## src/rtl/seq_adder.sv

```systemverilog
// seq_adder: multi-cycle WIDTH-bit adder/subtractor that processes DIGIT
// bits per clock. It uses a start/busy/done handshake. The result and flags
// are registered and change only when an operation completes.
//
// Parameters:
//   WIDTH - operand/result width (>= 2)
//   DIGIT - bits processed per clock; must divide WIDTH
// Ports:
//   clk    in   clock, rising edge
//   rst_n  in   asynchronous active-low reset
//   start  in   request, sampled only while idle
//   x, y   in   operands (unsigned or two's complement)
//   cin    in   carry-in (borrow-in when subtracting)
//   sub    in   0 = add, 1 = subtract
//   busy   out  operation in progress
//   done   out  one-cycle pulse when res and the flags update
//   res    out  result
//   cout   out  carry out of the MSB (1 = no borrow when subtracting)
//   ovf    out  signed overflow
//   zero   out  res == 0
module seq_adder #(
  parameter int WIDTH = 8,
  parameter int DIGIT = 1
) (
  input  logic             clk,
  input  logic             rst_n,
  input  logic             start,
  input  logic [WIDTH-1:0] x,
  input  logic [WIDTH-1:0] y,
  input  logic             cin,
  input  logic             sub,
  output logic             busy,
  output logic             done,
  output logic [WIDTH-1:0] res,
  output logic             cout,
  output logic             ovf,
  output logic             zero
);

  localparam int STEPS = WIDTH / DIGIT;
  localparam int CW    = (STEPS > 1) ? $clog2(STEPS) : 1;

  typedef enum logic {IDLE, RUN} state_t;

  state_t           state;
  state_t           state_next;
  logic [WIDTH-1:0] a_reg;
  logic [WIDTH-1:0] b_reg;
  logic [WIDTH-1:0] acc;
  logic [WIDTH-1:0] acc_next;
  logic             carry;
  logic [CW-1:0]    cnt;
  logic [DIGIT:0]   dsum;
  logic             msb_cin;
  logic             last;

  // Digit adder. The carry into the top bit of a digit is recovered as
  // a ^ b ^ sum on that bit. On the final digit, this is the carry into bit
  // WIDTH-1, which the overflow flag needs.
  always_comb begin
    dsum    = {1'b0, a_reg[DIGIT-1:0]} + {1'b0, b_reg[DIGIT-1:0]}
              + {{DIGIT{1'b0}}, carry};
    msb_cin = a_reg[DIGIT-1] ^ b_reg[DIGIT-1] ^ dsum[DIGIT-1];
    last    = (cnt == CW'(STEPS - 1));
  end

  // New digits enter at the MSB end. After STEPS shifts, the whole result
  // is in place.
  if (DIGIT < WIDTH) begin : g_shift
    assign acc_next = {dsum[DIGIT-1:0], acc[WIDTH-1:DIGIT]};
  end else begin : g_single
    assign acc_next = dsum[DIGIT-1:0];
  end

  always_ff @(posedge clk or negedge rst_n) begin
    if (!rst_n) state <= IDLE;
    else        state <= state_next;
  end

  always_comb begin
    state_next = state;
    case (state)
      IDLE:    if (start) state_next = RUN;
      RUN:     if (last)  state_next = IDLE;
      default: state_next = IDLE;
    endcase
  end

  always_comb begin
    busy = (state == RUN);
  end

  always_ff @(posedge clk or negedge rst_n) begin
    if (!rst_n) begin
      a_reg <= '0;
      b_reg <= '0;
      acc   <= '0;
      carry <= 1'b0;
      cnt   <= '0;
      done  <= 1'b0;
      res   <= '0;
      cout  <= 1'b0;
      ovf   <= 1'b0;
      zero  <= 1'b0;
    end else begin
      done <= 1'b0;
      case (state)
        IDLE: begin
          if (start) begin
            // Subtraction is performed as x + ~y + 1. A borrow-in
            // cancels the +1.
            a_reg <= x;
            b_reg <= y ^ {WIDTH{sub}};
            carry <= cin ^ sub;
            cnt   <= '0;
          end
        end
        RUN: begin
          acc   <= acc_next;
          a_reg <= a_reg >> DIGIT;
          b_reg <= b_reg >> DIGIT;
          carry <= dsum[DIGIT];
          cnt   <= cnt + CW'(1);
          if (last) begin
            res  <= acc_next;
            cout <= dsum[DIGIT];
            ovf  <= msb_cin ^ dsum[DIGIT];
            zero <= (acc_next == '0);
            done <= 1'b1;
          end
        end
        default: ;
      endcase
    end
  end

endmodule

```

## config.mk

```make
export PLATFORM = sky130hd
export DESIGN_NAME = seq_adder
export DESIGN_NICKNAME = d
export VERILOG_FILES = /design/src/rtl/seq_adder.sv
export SDC_FILE = /design/constraint.sdc
export NUM_CORES = 1
export LEC_CHECK = 0
export CORE_AREA = 10 10 65 80
export DETAILED_ROUTE_END_ITERATION = 6
export DIE_AREA = 0 0 75 90
export PLACE_DENSITY = 0.75
export SLEW_MARGIN = 10
export SYNTH_ARGS = -nofsm -noshare
export SYNTH_HDL_FRONTEND = slang
export SYNTH_SLANG_ARGS = --single-unit
```

## constraint.sdc

```tcl
create_clock -name clk -period 2.15 [get_ports clk]
set_clock_uncertainty 0.05 [all_clocks]
set_input_delay 0.43 -clock clk [delete_from_list [all_inputs] [get_ports clk]]
set_output_delay 0.43 -clock clk [all_outputs]
set_load 0.05 [all_outputs]
```

Word level (Yosys, flattened, before mapping)
Index checks and enable logic that the tools add are counted.
{"block": "classes", "n_addsub": 3, "eq_ne": 2, "mux": 13, "bitwise": 6, "reduce_logical": 2}
{"operator": "8-bit one-hot mux with 2 select lines", "count": 2}
{"operator": "8-bit two-way mux", "count": 2}
{"operator": "8-bit zero test", "count": 1}
{"operator": "8-bit XOR", "count": 1}
{"operator": "3-bit one-hot mux with 2 select lines", "count": 1}
{"operator": "1-bit two-way mux", "count": 5}
{"operator": "1-bit one-hot mux with 2 select lines", "count": 2}
{"operator": "1-bit XOR", "count": 4}
{"operator": "3-bit by 1-bit adder with 3-bit output, second input constant", "count": 1}
{"operator": "3-bit equality test, second input constant", "count": 1}
{"operator": "3-bit two-way mux", "count": 1}
{"operator": "1-bit by 1-bit adder with 2-bit output", "count": 1}
{"operator": "2-bit by 1-bit adder with 2-bit output", "count": 1}
{"operator": "2-bit inequality test, second input constant", "count": 1}
{"operator": "2-bit AND reduction", "count": 1}
{"operator": "1-bit inverter", "count": 1}
{"block": "totals", "register_bits": 41, "output_inout_bits": 13}

Depth between registers and ports, before layout
Gate-level depths: netlist (run 1).
{"block": "logic_depth", "ltp_word": 4, "mapped_depth": 6, "depth_no_buf": 5}

Worst setup path before layout (run 1)
Ideal clock, no wire load.
{"block": "synth_path", "path_kind": "reg-to-reg", "from": "register state, in the netlist busy", "to": "register res[0]", "arrival_time_ns": 1.355, "required_ns": 1.975, "setup_slack_ns": 0.620, "path_stages_with_launch": 5, "path_buffers": 2, "cell_sequence": "dfrtp_1 -> buf_4 -> nand2_4 -> buf_6 -> mux2_4"}
{"block": "synth_between", "elab_chain_len": 1}
{"element": "start: declaration", "line": "45", "rtl": "state_t state;"}
{"element": "start signal: assignment", "line": "77", "rtl": "else state <= state_next;"}
{"element": "2-bit AND reduction (no line)"}
{"element": "end signal: assignment", "line": "125", "rtl": "res <= acc_next;"}
{"element": "end: declaration", "line": "34", "rtl": "output logic [WIDTH-1:0] res,"}
No other way between the ends.
A chain may end at the register's enable or synchronous reset.

Worst setup path after layout (run 1)
{"block": "layout_path", "from": "register res[0]", "to": "output res[0]"}
No word-level cell between the ends.

==> results of run 1 <==
## synthesized netlist by cell type
cell      count
a211oi_1      1
a22o_1        2
buf_2         2
buf_4         3
buf_6         1
clkbuf_1      3
dfrtp_1      40
fa_1          1
ha_1          2
inv_1         2
mux2_2       11
mux2_4        5
mux2i_1      18
nand2_1      19
nand2_4       1
nor2_1        3
nor4_1        2
o21ai_0      17
xnor2_1       4
xor2_1        8
## logic make-up (layout without fill, tap and decap cells)
logic type                 after synthesis  in the layout  synth area share, %
DFF                                     40             40                 55.3
muxes                                   34             34                 21.0
and+or+nand+nor                         25             25                 5.88
AOI/OAI and AO/OA                       20             20                 6.09
xor gates and xnor gates                12             12                 5.81
buffers and inverters                   11             48                 3.46
adders and majority gates                3              3                 2.49
## cell usage in the layout, fill, tap and decap left out, drive strengths merged
cell type / count
a211oi: 1
xnor2: 4
xor2: 8
fa: 1
ha: 2
nor4: 2
clkdlybuf4s50: 31
o21ai: 17
clkbuf: 6
a22o: 2
inv: 2
buf: 7
mux2i: 18
clkinv: 2
nor2: 3
nand2: 20
mux2: 16
dfrtp: 40
## final timing paths
kind / slack [ps] / cells past startpoint / end / start
max: 200 / 1 / res[0] / res[0]
min: 70 / 1 / carry / rst_n
max reg2reg: 510 / 4 / zero / a_reg[0]
min reg2reg: 440 / 2 / zero / zero
max in group asynchronous: 1440 / 2 / a_reg[0] / rst_n
min in group clk: 440 / 2 / zero / zero
## per-stage QoR
step                      hold slack (ps)  power, uW  cell area (sq um)  std cells  setup WS (ps)
after CTS                            77.6       3410               2270        222            177
after floorplan                      84.4       2410               1810        145            620
after detailed placement              403       2890               2180        214            313
after global routing                 94.7       3610               2270        222            144
final                                66.4       3350               2270        222            204
after global placement                386       2810               2180        214            406
## routing by layer
metal	routed length [microns]	track usage (%)	share of wire, %
met5	0	0	0
met2	1770	19.1	51
met4	53	4.27	1.5
met1	1370	11.3	40
met3	261	5.17	7.5
## power by group through the flow
stage / clock network, uW / logic, uW / registers (uW)
floorplan: 0 / 795 / 1620
global placement: 0 / 1490 / 1320
detailed placement: 0 / 1540 / 1350
CTS: 528 / 1550 / 1330
global route: 559 / 1670 / 1380
finish: 508 / 1520 / 1320
## area by class of cell
type | count | area [sq um] | area share (%)
Multi-Input combinational cell | 94 | 746 | 32.9
Inverter | 2 | 7.51 | 0.331
Tap cell | 40 | 50.0 | 2.21
Sequential cell | 40 | 1000 | 44.1
Clock buffer | 6 | 82.6 | 3.64
Clock inverter | 2 | 10.0 | 0.441
Timing Repair Buffer | 38 | 373 | 16.4
==> out/qor.yml, run 1 <==
outcome:
  outcome: "complete, no violations"
finish:
  final_nets: 205
  syn2layout_area_growth_pct: 25.4
  fillCellCount: 326
  fin_util_pct: 61.0
  layout-drive-gt1-share_pct: 17.6
  n_antenna_cell: 0
timing:
  setup_viol: 0
  hold_viol: 0
  layout_worst_path_cycle_share_pct: 90.5
  setup_tns_ps: 0
  slew_headroom_pct: 62.8
  worstMarginPinSlew_ps: 558
  rsz0062_at_grt: "no"
  drv_slew: 0
  min_period_ps: 1950
  max_freq_ghz: 0.514
global_route:
  grt-ovfl-total: 0
  track_usage_pct: 11.2
  grt_max_degree: 27
  grt_pass1_wl_microns: 6000
  grt_pass1_vias: 1332
  antenna_found_initial: 0
floorplan:
  row_count: 25
  die_area_sq_mm: 0.00675
  die_w_microns: 75
  initial_core_util_pct: 48.6
  ioPinCount: 34
  fp.dieH_microns: 90
  core_area_sq_mm: 0.00372
detailed_routing:
  routed_via_density: 5.27
  dr.pass1.iters: 4
  routedWlPerCell_microns: 15.6
  drc: 0
  num_vias: 1170
  drtIter0Drc: 60
  routed_wl_microns: 3460
  ant_nets: 0
setup_path:
  path_buf_inv: 1
  worst_setup_path_start_kind: "flop"
  crit_type: "flop to output pin"
  arrival_ps: 1470
  critPathTopFamily: "buffers and inverters"
  slowest_stage: "clkdlybuf4s50_1"
  cp_cell_sequence: "clkdlybuf4s50_1"
  worstSetupEndpointType: "output pin"
  path_max_fanout: 2
  required_ps: 1670
  cpPeakStageDelay_ps: 820
place:
  port_buffers: 33
  gp_congestion: 0.759
  place_hpwl_microns: 2660
worst_hold_path:
  hp-class: "primary input to asynchronous set/reset pin"
yosys:
  netlist_area_sq_mm: 0.00181
  seq_area_frac_synth_pct: 55.3
  syn_nets: 169
  yosysTopAreaCellShare_pct: 55.3
  ys_seq_elements: 40
  synthTopCellsByArea: "dfrtp_1, mux2i_1, mux2_2"
  netlist_instances: 145
  synth.largest_area_cell: "dfrtp_1"
  synth_area_per_cell_sq_um: 12.5
  ys_warn_count: 0
  ys_types: 20
power_and_ir_drop:
  sw_frac_of_total_pct: 39.1
  combPwrFrac_pct: 45.3
  power_density_mw_per_mm2: 1480
  p_seq_share_pct: 39.5
  irDropWorstVdd_mv: 0.654
  leakagePower_uw: 0.00108
  p_sw_uw: 1310
  clock_power_share_pct: 15.2
  p_int_uw: 2040
clock_tree:
  ctsResizeCount: 0
  post_cts_buffers: 0
  cts_inserted_buffers: 5
  path_clk_slew_ps: 80
  cts.sinks: 40
  clkLatencyLatePin_ps: 300
  cts_tree: "yes"
  postCtsHoldBufs: 0
  cts_buffer_depth: 2
  htreeDepth: 2
  root_buffer: "clkbuf_8"
flow_run:
  max_cap_violations: 0
No activity file was read; power rests on OpenSTA's default activity.
==> run 2: changes to the inputs <==
Settings changed: CAP_MARGIN from default to 20, CORE_AREA 10 10 65 80 to 10 10 63 78, DIE_AREA 0 0 75 90 to 0 0 73 88, PLACE_DENSITY 0.75 to 0.79, SLEW_MARGIN 10 to 30.
Clock period 2.15 ns to 2.5 ns, I/O delays scaled along.
==> run 2 against run 1 <==
Flip-flop and latch count did not move. Total power fell by 12%. Sequential power fell by 12%. Largest power group unchanged.
==> out/qor.yml, run 2 (synthesis gave the netlist of run 1 again) <==
outcome:
  outcome: "complete, no violations"
detailed_routing:
  routedWlPerCell_microns: 15.3  # -1.5%
  routed_wl_microns: 3340  # -3.3%
  drtIter0Drc: 55  # -8.3%
  ant_nets: 0  # unchanged
  dr.pass1.iters: 3  # -1
  num_vias: 1149  # -1.8%
  routed_via_density: 5.27  # about the same
  drc: 0  # unchanged
setup_path:
  worstSetupEndpointType: "output pin"
  required_ps: 1950  # +280 ps
  cp_cell_sequence: "clkdlybuf4s50_1"
  slowest_stage: "clkdlybuf4s50_1"
  worst_setup_path_start_kind: "flop"
  path_max_fanout: 2  # unchanged
  critPathTopFamily: "buffers and inverters"
  arrival_ps: 1470  # about the same
  crit_type: "flop to output pin"
  path_buf_inv: 1  # unchanged
  cpPeakStageDelay_ps: 810  # about the same
clock_tree:
  post_cts_buffers: 0  # unchanged
  cts.sinks: 40  # unchanged
  root_buffer: "clkbuf_8"
  clkLatencyLatePin_ps: 290  # about the same
  cts_inserted_buffers: 5  # unchanged
  postCtsHoldBufs: 0  # unchanged
  cts_tree: "yes"
  path_clk_slew_ps: 70  # about the same
  cts_buffer_depth: 2  # unchanged
  ctsResizeCount: 0  # unchanged
  htreeDepth: 2  # unchanged
floorplan:
  die_area_sq_mm: 0.00642  # -4.8%
  initial_core_util_pct: 52.9  # +4.2 points
  ioPinCount: 34  # unchanged
  die_w_microns: 73  # -2.7%
  fp.dieH_microns: 88  # -2.2%
  core_area_sq_mm: 0.00342  # -8.0%
  row_count: 24  # -4.0%
global_route:
  grt_pass1_vias: 1202  # -9.8%
  grt-ovfl-total: 0  # unchanged
  grt_max_degree: 41  # +52%
  grtUsageMet3_pct: 4.98  # -0.19 points
  met2_usage_pct: 17.5  # -1.6 points
  grt.busiest_layer: "met2"
  grt_pass1_wl_microns: 5710  # -4.9%
  track_usage_pct: 11.1  # -0.054 points
  antenna_found_initial: 0  # unchanged
  grt_util_met1_pct: 13.0  # +1.7 points
power_and_ir_drop:
  finalPower_uw: 2940  # -12%
  leakagePower_uw: 0.00107  # -0.90%
  power_density_mw_per_mm2: 1300  # -12%
  irDropWorstVdd_mv: 0.915  # +40%
timing:
  setup_viol: 0  # unchanged
  hold_viol: 0  # unchanged
  layout_worst_path_cycle_share_pct: 80.6
  drv_slew: 0  # unchanged
  rsz0062_at_grt: "no"
  slew_headroom_pct: 43.0  # -20 points
  max_freq_ghz: 0.496
  setup_tns_ps: 0  # unchanged
  min_period_ps: 2020
  worstMarginPinSlew_ps: 854  # +296 ps
place:
  place_hpwl_microns: 2470  # -7.0%
  port_buffers: 33  # unchanged
  gp_congestion: 0.693  # -8.7%
worst_hold_path:
  hp-class: "primary input to asynchronous set/reset pin"
finish:
  fillCellCount: 283  # -13%
  fin_util_pct: 66.0  # +5.1 points
  seq_area_sq_mm: 0.00100  # unchanged
  n_antenna_cell: 0  # unchanged
  layout-drive-gt1-share_pct: 15.6  # -1.9 points
  multi_input_area_sq_um: 746  # unchanged
  mostFrequentLayoutCells: "dfrtp_1, clkdlybuf4s50_1, nand2_1, mux2i_1, o21ai_0"
  layout_commonest_cell: "dfrtp_1"
  final_nets: 202  # -1.5%
  syn2layout_area_growth_pct: 25.0
flow_run:
  max_cap_violations: 0  # unchanged
==> run 2: changes by cell type in the layout (fill, tap and decap cells not counted) <==
cell,previous run,this run
buf_4,5,2
bufinv_16,0,1
clkbuf_1,0,1
clkbuf_8,6,5
clkinv_2,2,1
==> run 2: where the power goes <==
part	switching [uW]	internal, uW	total [uW]
clock network	215	296	511
logic	676	598	1270
registers	232	923	1160
total	1120	1820	2940
==> run 2: per-layer routing <==
layer,wire [microns],up-vias
met1,1420,556
met2,1650,31
li1,-,556
met5,0,-
met3,222,6
met4,51,0
==> run 2: final cells by class <==
type / count / area share, %
clock inverter: 2 / 1.55
tap: 39 / 2.16
inverter: 2 / 0.332
clock buffer: 6 / 3.21
sequential: 40 / 44.3
timing repair buffer: 35 / 15.5
multi-input combinational: 94 / 33.0
==> run 2: final timing paths <==
kind | start | end | slack [ps] | depth (start not counted)
hold / removal | rst_n | res[7] | 260 | 1
max in group asynchronous | rst_n | res[2] | 1590 | 1
hold reg to reg | ovf | ovf | 440 | 2
setup / recovery | res[6] | res[6] | 480 | 1
min in group clk | ovf | ovf | 440 | 2
setup reg to reg | a_reg[0] | zero | 870 | 4
==> run 2: per-stage QoR <==
stage                     cells  worst slack [ps]  cell area (sq um)  hold slack, ps
after floorplan             145               970               1810             154
after global placement      210               694               2150             411
after detailed placement    210               574               2150             422
after CTS                   218               455               2260             294
after global routing        218               423               2260             323
final                       218               484               2260             262
